$ cat src/rtl/uart_tx_arbiter.sv
// uart_tx_arbiter: shares one UART transmitter between two packet requesters.
//   Ports: clk, reset (async, active-high), sw_reset (sync soft clear);
//   req0_*/req1_* valid/data/last/ready byte handshakes;
//   tx_sending from the transmitter; tx_data/tx_reg_en/tx_reset/uart_tx_en/ctrl_reg_en
//   drive the UART tx and ctrl registers; grant, busy, byte_count, timeout_err status.
//   Optional watchdog on WAIT_BUSY enabled by macro UART_TX_ARB_TIMEOUT_EN.
module uart_tx_arbiter #(
  parameter int TIMEOUT_CYCLES = 4096
) (
  input  logic        clk,
  input  logic        reset,
  input  logic        sw_reset,
  input  logic        req0_valid,
  input  logic [7:0]  req0_data,
  input  logic        req0_last,
  output logic        req0_ready,
  input  logic        req1_valid,
  input  logic [7:0]  req1_data,
  input  logic        req1_last,
  output logic        req1_ready,
  input  logic        tx_sending,
  output logic [7:0]  tx_data,
  output logic        tx_reg_en,
  output logic        tx_reset,
  output logic        uart_tx_en,
  output logic        ctrl_reg_en,
  output logic [1:0]  grant,
  output logic        busy,
  output logic [15:0] byte_count,
  output logic        timeout_err
);
  localparam logic [1:0] IDLE      = 2'd0;
  localparam logic [1:0] LOAD      = 2'd1;
  localparam logic [1:0] WAIT_BUSY = 2'd2;
  localparam logic [1:0] WAIT_DONE = 2'd3;
  logic [1:0]  state_q, state_d;
  logic [7:0]  hold_data_q, hold_data_d;
  logic        hold_last_q, hold_last_d;
  logic [1:0]  grant_q, grant_d;
  logic        last_served_q, last_served_d;
  logic [15:0] byte_count_q, byte_count_d;
  logic        kill, sel, idle, tmo_fire;
  // Outputs are forced low while either reset is asserted.
  assign kill = reset | sw_reset;
  // Selected requester index: the owner while locked, else round-robin on a tie.
  assign sel = |grant_q ? grant_q[1] : (req0_valid & req1_valid) ? ~last_served_q : req1_valid;
  assign idle = (state_q == IDLE) & ~kill;
  assign req0_ready = idle & req0_valid & ~sel;
  assign req1_ready = idle & req1_valid & sel;
`ifdef UART_TX_ARB_TIMEOUT_EN
  localparam int CW = $clog2(TIMEOUT_CYCLES + 1);
  logic [CW-1:0] tmo_cnt_q, tmo_cnt_d, tmo_inc;
  logic          timeout_err_q, timeout_err_d;
  assign tmo_inc  = tmo_cnt_q + CW'(1);
  // A byte that started sending is never timed out in the same cycle.
  assign tmo_fire = (state_q == WAIT_BUSY) & ~tx_sending & (tmo_inc == CW'(TIMEOUT_CYCLES));
  always_comb begin
    tmo_cnt_d = state_q == LOAD ? '0 : state_q == WAIT_BUSY ? tmo_inc : tmo_cnt_q;
    timeout_err_d = timeout_err_q | tmo_fire;
    if (sw_reset) begin
      tmo_cnt_d = '0;
      timeout_err_d = 1'b0;
    end
  end
  always_ff @(posedge clk or posedge reset) begin
    if (reset) begin
      tmo_cnt_q <= '0;
      timeout_err_q <= 1'b0;
    end else begin
      tmo_cnt_q <= tmo_cnt_d;
      timeout_err_q <= timeout_err_d;
    end
  end
  assign timeout_err = timeout_err_q & ~kill;
`else
  assign tmo_fire = 1'b0;
  assign timeout_err = 1'b0;
`endif
  always_comb begin
    state_d = state_q;
    hold_data_d = hold_data_q;
    hold_last_d = hold_last_q;
    grant_d = grant_q;
    last_served_d = last_served_q;
    byte_count_d = byte_count_q;
    case (state_q)
      IDLE: if (req0_ready | req1_ready) begin
        hold_data_d = sel ? req1_data : req0_data;
        hold_last_d = sel ? req1_last : req0_last;
        grant_d = sel ? 2'b10 : 2'b01;
        state_d = LOAD;
      end
      LOAD: state_d = WAIT_BUSY;
      WAIT_BUSY: if (tx_sending) begin
        state_d = WAIT_DONE;
      end else if (tmo_fire) begin
        state_d = IDLE;
        grant_d = 2'b00;
      end
      default: if (!tx_sending) begin
        state_d = IDLE;
        byte_count_d = byte_count_q + 16'd1;
        if (hold_last_q) begin
          grant_d = 2'b00;
          last_served_d = grant_q[1];
        end
      end
    endcase
    if (sw_reset) begin
      state_d = IDLE;
      hold_data_d = '0;
      hold_last_d = 1'b0;
      grant_d = '0;
      last_served_d = 1'b1;
      byte_count_d = '0;
    end
  end
  always_ff @(posedge clk or posedge reset) begin
    if (reset) begin
      state_q <= IDLE;
      hold_data_q <= '0;
      hold_last_q <= 1'b0;
      grant_q <= '0;
      last_served_q <= 1'b1;
      byte_count_q <= '0;
    end else begin
      state_q <= state_d;
      hold_data_q <= hold_data_d;
      hold_last_q <= hold_last_d;
      grant_q <= grant_d;
      last_served_q <= last_served_d;
      byte_count_q <= byte_count_d;
    end
  end
  assign tx_data     = kill ? 8'h00 : hold_data_q;
  assign tx_reg_en   = ~kill & (state_q == LOAD);
  assign tx_reset    = ~kill & (state_q == LOAD);
  assign uart_tx_en  = ~kill & ((state_q == LOAD) | ((state_q == WAIT_BUSY) & ~tmo_fire) |
                                ((state_q == WAIT_DONE) & tx_sending));
  assign ctrl_reg_en = ~kill & (state_q != IDLE);
  assign grant       = kill ? 2'b00 : grant_q;
  assign busy        = ~kill & (state_q != IDLE);
  assign byte_count  = kill ? 16'h0000 : byte_count_q;
endmodule

$ cat config.mk
export PLATFORM = sky130hd
export DESIGN_NAME = uart_tx_arbiter
export DESIGN_NICKNAME = d
export VERILOG_FILES = /design/src/rtl/uart_tx_arbiter.sv
export SDC_FILE = /design/constraint.sdc
export NUM_CORES = 1
export LEC_CHECK = 0
export CORE_ASPECT_RATIO = 0.7
export CORE_UTILIZATION = 51
export DETAILED_ROUTE_END_ITERATION = 10
export PLACE_DENSITY = 0.85
export SYNTH_ARGS = -nofsm -noshare
export SYNTH_HDL_FRONTEND = slang
export SYNTH_SLANG_ARGS = --single-unit
$ cat constraint.sdc
create_clock -name clk -period 4.8 [get_ports clk]
set_input_delay 1.2 -clock clk [delete_from_list [all_inputs] [get_ports clk]]
set_output_delay 1.2 -clock clk [all_outputs]
set_load 0.1 [all_outputs]
* Yosys cells after proc, flatten, opt, wreduce, memory -nomap -nowiden
Cells that the tools add are included. W data, S select, Z words.
Word-level totals: flip-flop bits (word level) 30, input bits 24, output and inout bits 34, logic and storage cells 79
Cells by class: $add $sub $neg 1, equality and inequality tests 10, muxes and demuxes 31, bitwise gates (word level) 17, reductions and logical operators 14
Operator list (count):
- $mux W16 | 4
- $mux W8 | 5
- $mux W2 | 10
- $add A16 B1 Y16 const B | 1
- $and A1 B1 Y1 | 10
- $mux W1 | 10
- $reduce_bool A2 Y1 | 4
- $ne A3 B2 Y1 const B | 2
- $pmux W2 S3 | 1
- $reduce_and A3 Y1 | 2
- $ne A5 B2 Y1 const B | 1
- $eq A2 B2 Y1 const B | 2
- $ne A2 B1 Y1 const B | 2
- $or A1 B1 Y1 | 4
- $pmux W2 S2 | 1
- $reduce_and A2 Y1 | 2
- $reduce_and A4 Y1 | 1
- $reduce_or A2 Y1 | 2
- $ne A3 B3 Y1 const B | 1
- $not A1 Y1 | 3
- $reduce_bool A3 Y1 | 1
- $reduce_or A3 Y1 | 1
- $eq A2 B1 Y1 const B | 1
- $logic_not A2 Y1 | 1
- $ne A2 B2 Y1 const B | 1

* Depth between registers and ports, before layout
Gate-level depths: netlist of run 1.
word-level depth 9, depth in mapped cells 7, mapped depth without buffers 6

* Least setup slack after synthesis of run 1
OpenSTA, ideal clock, no wires.
path type input -> output, start point input sw_reset, end point output ctrl_reg_en, arrival 4.294 ns, data required time 3.600 ns, setup slack -0.694 ns, stages 4, path buffers 3, cells stage by stage clkbuf_1 > buf_1 > nor3_1 > buf_4
Between the ends: cells in the longest elaborated chain, start to end 3
RTL lines:
- from (decl) | line 12 | input logic sw_reset,
- $or A1 B1 Y1 | line 44 | assign kill = reset | sw_reset;
- $not A1 Y1
- $and A1 B1 Y1
- to (decl) | line 26 | output logic ctrl_reg_en,
No other way between the ends.

* Worst setup path after layout of run 1
start point input req1_valid, end point output req0_ready
Between the ends: cells in the longest elaborated chain, start to end 5
RTL lines:
- from (decl) | line 17 | input logic req1_valid,
- $and A1 B1 Y1 | line 46 | assign sel = |grant_q ? grant_q[1] : (req0_valid & req1_valid) ? ~last_served_q : req1_valid;
- $mux W1 (*) (2 in a row) | line 46
- $not A1 Y1 (*) | line 48 | assign req0_ready = idle & req0_valid & ~sel;
- $and A1 B1 Y1 (*) | line 48
- to (decl) | line 16 | output logic req0_ready,
Mark *: on every way between the ends. The rest lies on a longest branch, timed or not.

==> summary.txt, run 1 <==
Synthesis
  – Sequential share of the synthesized area: 37.59%
  – Post-synth top area share: 36.27%
  – Main area contributors after synthesis: dfrtp_1 36%, mux2i_1 6.0%, and2_1 5.3%, o31ai_1 4.9%, ha_1 4.4%
  – Yosys top cell by area: dfrtp_1
  – Cell Area, Synth: 2001 um^2
  – Flops & latches, synth: 30
  – Synth Flop Type: dfrtp_1
  – Gate Count Post-Synth: 216
  – Most instantiated cells after synthesis: 29 x dfrtp_1, 17 x and2_1, 16 x inv_1
  – Synth unique cells: 47
  – YS warnings: 0
  – Synth async-reset ratio: 100.0%
  – Number of flops mapped to enable cells by yosys: 0
  – Syn nets: 247
  – Count leader, synth: dfrtp_1
  – Avg Synthesized Cell Area: 9.262 um^2

Finish
  – FF+latch area: 752.0 um^2
  – Fillers: 246
  – Share of layout cells above drive strength 1: 22.30%
  – P&R area growth vs syn: 41.90%
  – # nets final: 299
  – Area of the multi-input gates: 1112 um^2
  – Util after Layout: 78.30%
  – Antenna cell count: 0

STA
  – F_max: 258.8 MHz
  – Setup Skew: 7.285 ps
  – Post-route setup slack: 935.6 ps
  – Final cycle utilization of the critical path: 80.51%
  – Slew HR: 44.21%
  – Unrepaired setup endpoints after global routing: no
  – Fin Hold WS: 564.8 ps
  – Worst slew pin tran: 835.1 ps
  – Final-report setup violation count: 0
  – Fin. Hold Viols: 0
  – Fin crit period: 3864 ps
  – Final Max Tran Viols: 0

Critical path
  – CP cell instances: clkdlybuf4s50_1 -> nor2b_1 -> a21oi_1 -> buf_4 -> and4_1 -> buf_12
  – Critical path required time: 3600 ps
  – Critical Path Sink Type: primary output
  – Slowest CP cell: clkdlybuf4s50_1
  – CP max FO: 12
  – Crit path arrival time: 2660 ps
  – Kind of critical path: in -> out
  – Crit-path max cell delay: 460 ps
  – Critical Path Source Type: input port

Power and ir drop
  – Switching Fraction: 43.29%
  – PD cells: 335.2 nW/um^2
  – Net Switching: 412.0 uW
  – Int Power: 539.6 uW
  – VDD IR-drop max: 0.0002320 V
  – Leak pwr: 1.211 nW
  – Clock power share: 22.4%
  – Reg power frac: 32.2%
  – Comb power frac: 45.5%
  – Pwr Total: 951.6 uW

CTS
  – CTS Root Cell: clkbuf_8
  – Worst-Skew Late Latency: 280 ps
  – Post-CTS resize count: 0
  – Post-CTS Setup Bufs: 0
  – # clock sinks: 30
  – Clock transition at the registers of the reported paths: 70 ps
  – # hold bufs at CTS: 0
  – Longest Clk Path Bufs: 2
  – CTS tree: built
  – Cts bufs inserted: 5
  – Number of H-tree levels: 2

Place
  – Routability Congestion: 0.8121
  – HPWL after DPL: 3.606 mm
  – Port Buffers: 56
  – Placement Setup Slack: 947.8 ps

Floorplan
  – Initial core utilization: 55.18%
  – Chip height: 54.40 um
  – Die Area: 4181 um^2
  – DIE WIDTH: 76.86 um
  – Core area: 3626 um^2
  – Rows: 18
  – IO Pins: 58

Route
  – Iter 0 DRT Violations: 130
  – Via-to-Cell Ratio: 5.705
  – DR pass1 iterations: 4
  – Final WL: 5.091 mm
  – Via count: 1820
  – Residual DRC: 0
  – Post-route ant nets: 0
  – Routed len/inst: 15.96 um

Status
  – Status: finished, final reports clean

Global route
  – Number of global-route vias before repair: 1685
  – Largest net degree at the start of global routing: 58
  – Total grt overflow: 0
  – Initial antenna violation count: 0
  – Global-route wire length before repair: 8.314 mm
  – Tot GR Track Use: 26.18%

Flow run
  – MaxCap Viol Count: 0

Worst hold path
  – Worst hold-check path type: reg -> reg
==> power by group through the flow <==
stage                     logic, mW  clock network, mW  registers (mW)
after floorplan               0.327                  0           0.304
after global placement        0.415                  0           0.308
after detailed placement      0.427                  0           0.310
after CTS                     0.432              0.214           0.306
after global routing          0.460              0.229           0.310
final                         0.433              0.213           0.306
==> layer usage <==
metal	share of wire, %	up-vias	global-route usage [%]
li1	-	882	-
met5	0	-	0
met4	1.4	0	9.936
met3	4.9	6	6.167
met2	47	54	40.33
met1	47	878	36.20
==> logic make-up after synthesis <==
group / share of synthesized area (%)
flops: 37.59
xor+xnor: 2.627
other cells: 0.1874
simple gates: 22.33
compound gates: 19.33
mux: 6.004
buf+inv: 7.567
fa+ha+maj: 4.378
==> metrics by stage <==
step                      TNS [ps]  cell area [um^2]  cells
after global placement           0              2748    311
after global routing             0              2839    319
after CTS                        0              2839    319
after detailed placement         0              2748    311
final                            0              2839    319
after floorplan             -795.6              2016    216
==> layout make-up <==
class	count	share of cell area, %
flip-flops and latches	30	26.49
inverters	16	2.115
clock buffers	7	3.041
well taps	50	2.204
multi-input cells	154	39.18
repair buffers	61	26.80
clock inverters	1	0.1763
==> sequential cells by signal (all words and copies together), names as in the netlist <==
register       flops
hold_data_q        8
hold_last_q        1
byte_count_q      16
grant_q            2
state_q            2
last_served_q      1
==> path summary, 6_finish.rpt <==
check | startpoint | end | slack, ps | depth (start not counted)
worst max-delay path | req1_valid | req0_ready | 940 | 6
worst min-delay path | byte_count_q[15] | byte_count_q[15] | 560 | 2
worst max register to register | state_q[1] | byte_count_q[13] | 2390 | 5
worst min register to register | byte_count_q[15] | byte_count_q[15] | 560 | 2
max in group asynchronous | reset | last_served_q | 2860 | 4
min in group asynchronous | reset | byte_count_q[12] | 1610 | 4
==> cells in the final DEF (no fill, tap or decap), types with 2 or more instances in the layout <==
cell type        netlist  routed
xor2_1                 5       5
nor2_1                 9       9
mux2i_1               12      12
or4_1                  4       4
inv_1                 16      16
buf_12                 0      20
o21ai_0                6       6
nand2_1                5       5
nand4_1                4       4
and2_1                17      17
a21boi_0               2       2
or3_2                  3       3
nor3_2                 0       3
nor3_1                12       9
or3_1                  2       2
ha_1                   7       7
and4_1                 2       2
buf_4                  3      18
dfrtp_1               29      29
nand3_1                3       3
nor2b_1                2       2
nand2b_1               5       5
a211o_1                9       9
a211oi_1               2       2
clkbuf_8               0       6
o31ai_1               13      13
clkdlybuf4s50_1        0      22
a21oi_1               12      12
==> critical path, delay by kind of cell <==
kind                   cells  cell delay (ps)
and+or+nand+nor            2              450
buffers and inverters      3              890
AOI/OAI and AO/OA          1              120
Note: power is estimated with default switching activity, not from simulation.
==> run 2: changes to the inputs <==
--- a/config.mk
+++ b/config.mk
@@ -6,9 +6,9 @@
 export NUM_CORES = 1
 export LEC_CHECK = 0
 export CORE_ASPECT_RATIO = 0.7
-export CORE_UTILIZATION = 51
+export CORE_UTILIZATION = 48
 export DETAILED_ROUTE_END_ITERATION = 10
-export PLACE_DENSITY = 0.85
+export PLACE_DENSITY = 0.81
 export SYNTH_ARGS = -nofsm -noshare
 export SYNTH_HDL_FRONTEND = slang
 export SYNTH_SLANG_ARGS = --single-unit
==> constraint.sdc (replaced) <==
create_clock -name clk -period 3.8 [get_ports clk]
set_input_delay 0.95 -clock clk [delete_from_list [all_inputs] [get_ports clk]]
set_output_delay 0.95 -clock clk [all_outputs]
set_load 0.1 [all_outputs]
==> run 2 against run 1 <==
Compared with the run above: clock-buffer cell count is the same; sequential power rose by 27%; core utilization shrank 1.8 points; global-route usage shrank 0.91 points; via count increased by 2.2%; setup slack worse by 370 ps; first-iteration DRC count decreased by 22%; sequential share of layout area is 1.6 points lower; total power is 30% higher; final area increased by 6.3%; non-clock buffer count up 2; routed wire length up 0.45%.
==> summary.txt, run 2 (synthesis results as in run 1) <==
Critical path
  – Slowest CP cell: clkdlybuf4s50_1
  – Crit path arrival time: 2290 ps
  – Kind of critical path: in -> out
  – WP buf/inv: 2
  – Critical Path Sink Type: primary output
  – Critical path required time: 2850 ps
  – Family with the most delay on the worst path: buffers and inverters
  – Crit-path max cell delay: 470 ps
  – CP cell instances: clkdlybuf4s50_1 -> nor2b_1 -> a21oi_1 -> and4_1 -> buf_12
  – CP max FO: 4
  – Critical Path Source Type: input port
  – R2R setup slack: 1800 ps

CTS
  – Number of H-tree levels: 2
  – Post-CTS Setup Bufs: 0
  – CTS Root Cell: clkbuf_8
  – CTS tree: built
  – Cts bufs inserted: 5
  – Clock transition at the registers of the reported paths: 60 ps
  – Post-CTS resize count: 0
  – # clock sinks: 30
  – Longest Clk Path Bufs: 2
  – # hold bufs at CTS: 0
  – Worst-Skew Late Latency: 290 ps

Global route
  – Initial antenna violation count: 0
  – Largest net degree at the start of global routing: 33
  – Total grt overflow: 0
  – Tot GR Track Use: 25.27%
  – Global-route wire length before repair: 8.556 mm
  – Number of global-route vias before repair: 1776

Worst hold path
  – Worst hold-check path type: reg -> reg

Power and ir drop
  – PD cells: 410.2 nW/um^2
  – Pwr Total: 1.239 mW
  – VDD IR-drop max: 0.0003270 V
  – Leak pwr: 1.258 nW

Finish
  – Share of layout cells above drive strength 1: 22.88%
  – Largest register by flop count: byte_count_q
  – P&R area growth vs syn: 50.91%
  – Commonest non-fill, non-tap cells in the layout: 33 x buf_12, 29 x dfrtp_1, 22 x clkdlybuf4s50_1, 17 x and2_1, 16 x inv_1
  – Post-route design area: 3019 um^2
  – Fillers: 271
  – Max reg flops: 16
  – Commonest non-fill, non-tap cell in the layout: buf_12
  – Antenna cell count: 0
  – Top flop regs: byte_count_q: 16 flops, hold_data_q: 8 flops
  – Fin cells: 323
  – Util after Layout: 76.51%
  – # nets final: 301

Floorplan
  – Initial core utilization: 50.70%
  – Die Area: 4434 um^2
  – Core area: 3946 um^2
  – Rows: 19
  – IO Pins: 58
  – Chip height: 56.02 um
  – DIE WIDTH: 79.17 um

Route
  – Via count: 1860
  – Post-route ant nets: 0
  – Routed len/inst: 15.83 um
  – Iter 0 DRT Violations: 101
  – DR pass1 iterations: 4
  – Final WL: 5.114 mm
  – Via-to-Cell Ratio: 5.759
  – Residual DRC: 0

STA
  – Fin Hold WS: 572.2 ps
  – Setup Skew: 4.693 ps
  – Fin. Hold Viols: 0
  – Fin crit period: 3238 ps
  – Post-route setup slack: 561.9 ps
  – Worst slew pin tran: 635.5 ps
  – Final cycle utilization of the critical path: 85.21%
  – TNS Setup: 0 ps
  – Final-report setup violation count: 0
  – Unrepaired setup endpoints after global routing: no
  – F_max: 308.8 MHz
  – Final Max Tran Viols: 0
  – Slew HR: 57.45%

Place
  – Routability Congestion: 0.7554
  – Area after DPL: 2928 um^2
  – Dpl cells: 315
  – HPWL after DPL: 3.646 mm
  – Port Buffers: 56
  – Placement Setup Slack: 582.6 ps

Flow run
  – MaxCap Viol Count: 0

Status
  – Status: finished, final reports clean
[run 2: cell types whose count changed in the layout (fill, tap and decap cells not counted)]
cell,change
buf_12,+13
buf_4,-11
[run 2: layer usage]
metal / wire (um) / GRT usage [%] / vias to the layer above
met4: 64 / 8.571 / 0
met3: 245 / 5.410 / 9
li1: - / - / 886
met1: 2301 / 33.92 / 909
met5: 0 / 0 / -
met2: 2502 / 40.39 / 56
[run 2: worst paths after layout]
kind | startpoint | to | cells past startpoint
setup / recovery | req1_valid | req0_ready | 5
max in group asynchronous | reset | last_served_q | 4
setup reg to reg | state_q[0] | state_q[0] | 6
hold reg to reg | byte_count_q[15] | byte_count_q[15] | 2
hold / removal | byte_count_q[15] | byte_count_q[15] | 2
min in group asynchronous | reset | hold_data_q[6] | 4
[run 2: report_power, final]
group / switching (mW) / total (mW) / internal, mW
Clock: 0.119 / 0.264 / 0.146
Combinational: 0.373 / 0.585 / 0.213
Sequential: 0.0303 / 0.389 / 0.359
Total: 0.522 / 1.24 / 0.717
[run 2: area by class of cell]
type / count / area, um^2 / area share [%]
Clock inverter: 1 / 5.005 / 0.1658
Sequential cell: 30 / 752.0 / 24.91
Clock buffer: 7 / 86.33 / 2.860
Timing Repair Buffer: 63 / 938.4 / 31.08
Multi-Input combinational cell: 154 / 1112 / 36.84
Inverter: 16 / 60.06 / 1.989
Tap cell: 52 / 65.06 / 2.155
[run 2: tightest hold or removal path, delay by kind of cell, from the launching register on]
family          cells  cell delay (ps)
simple gates        1              120
compound gates      1               60
flops               1              360
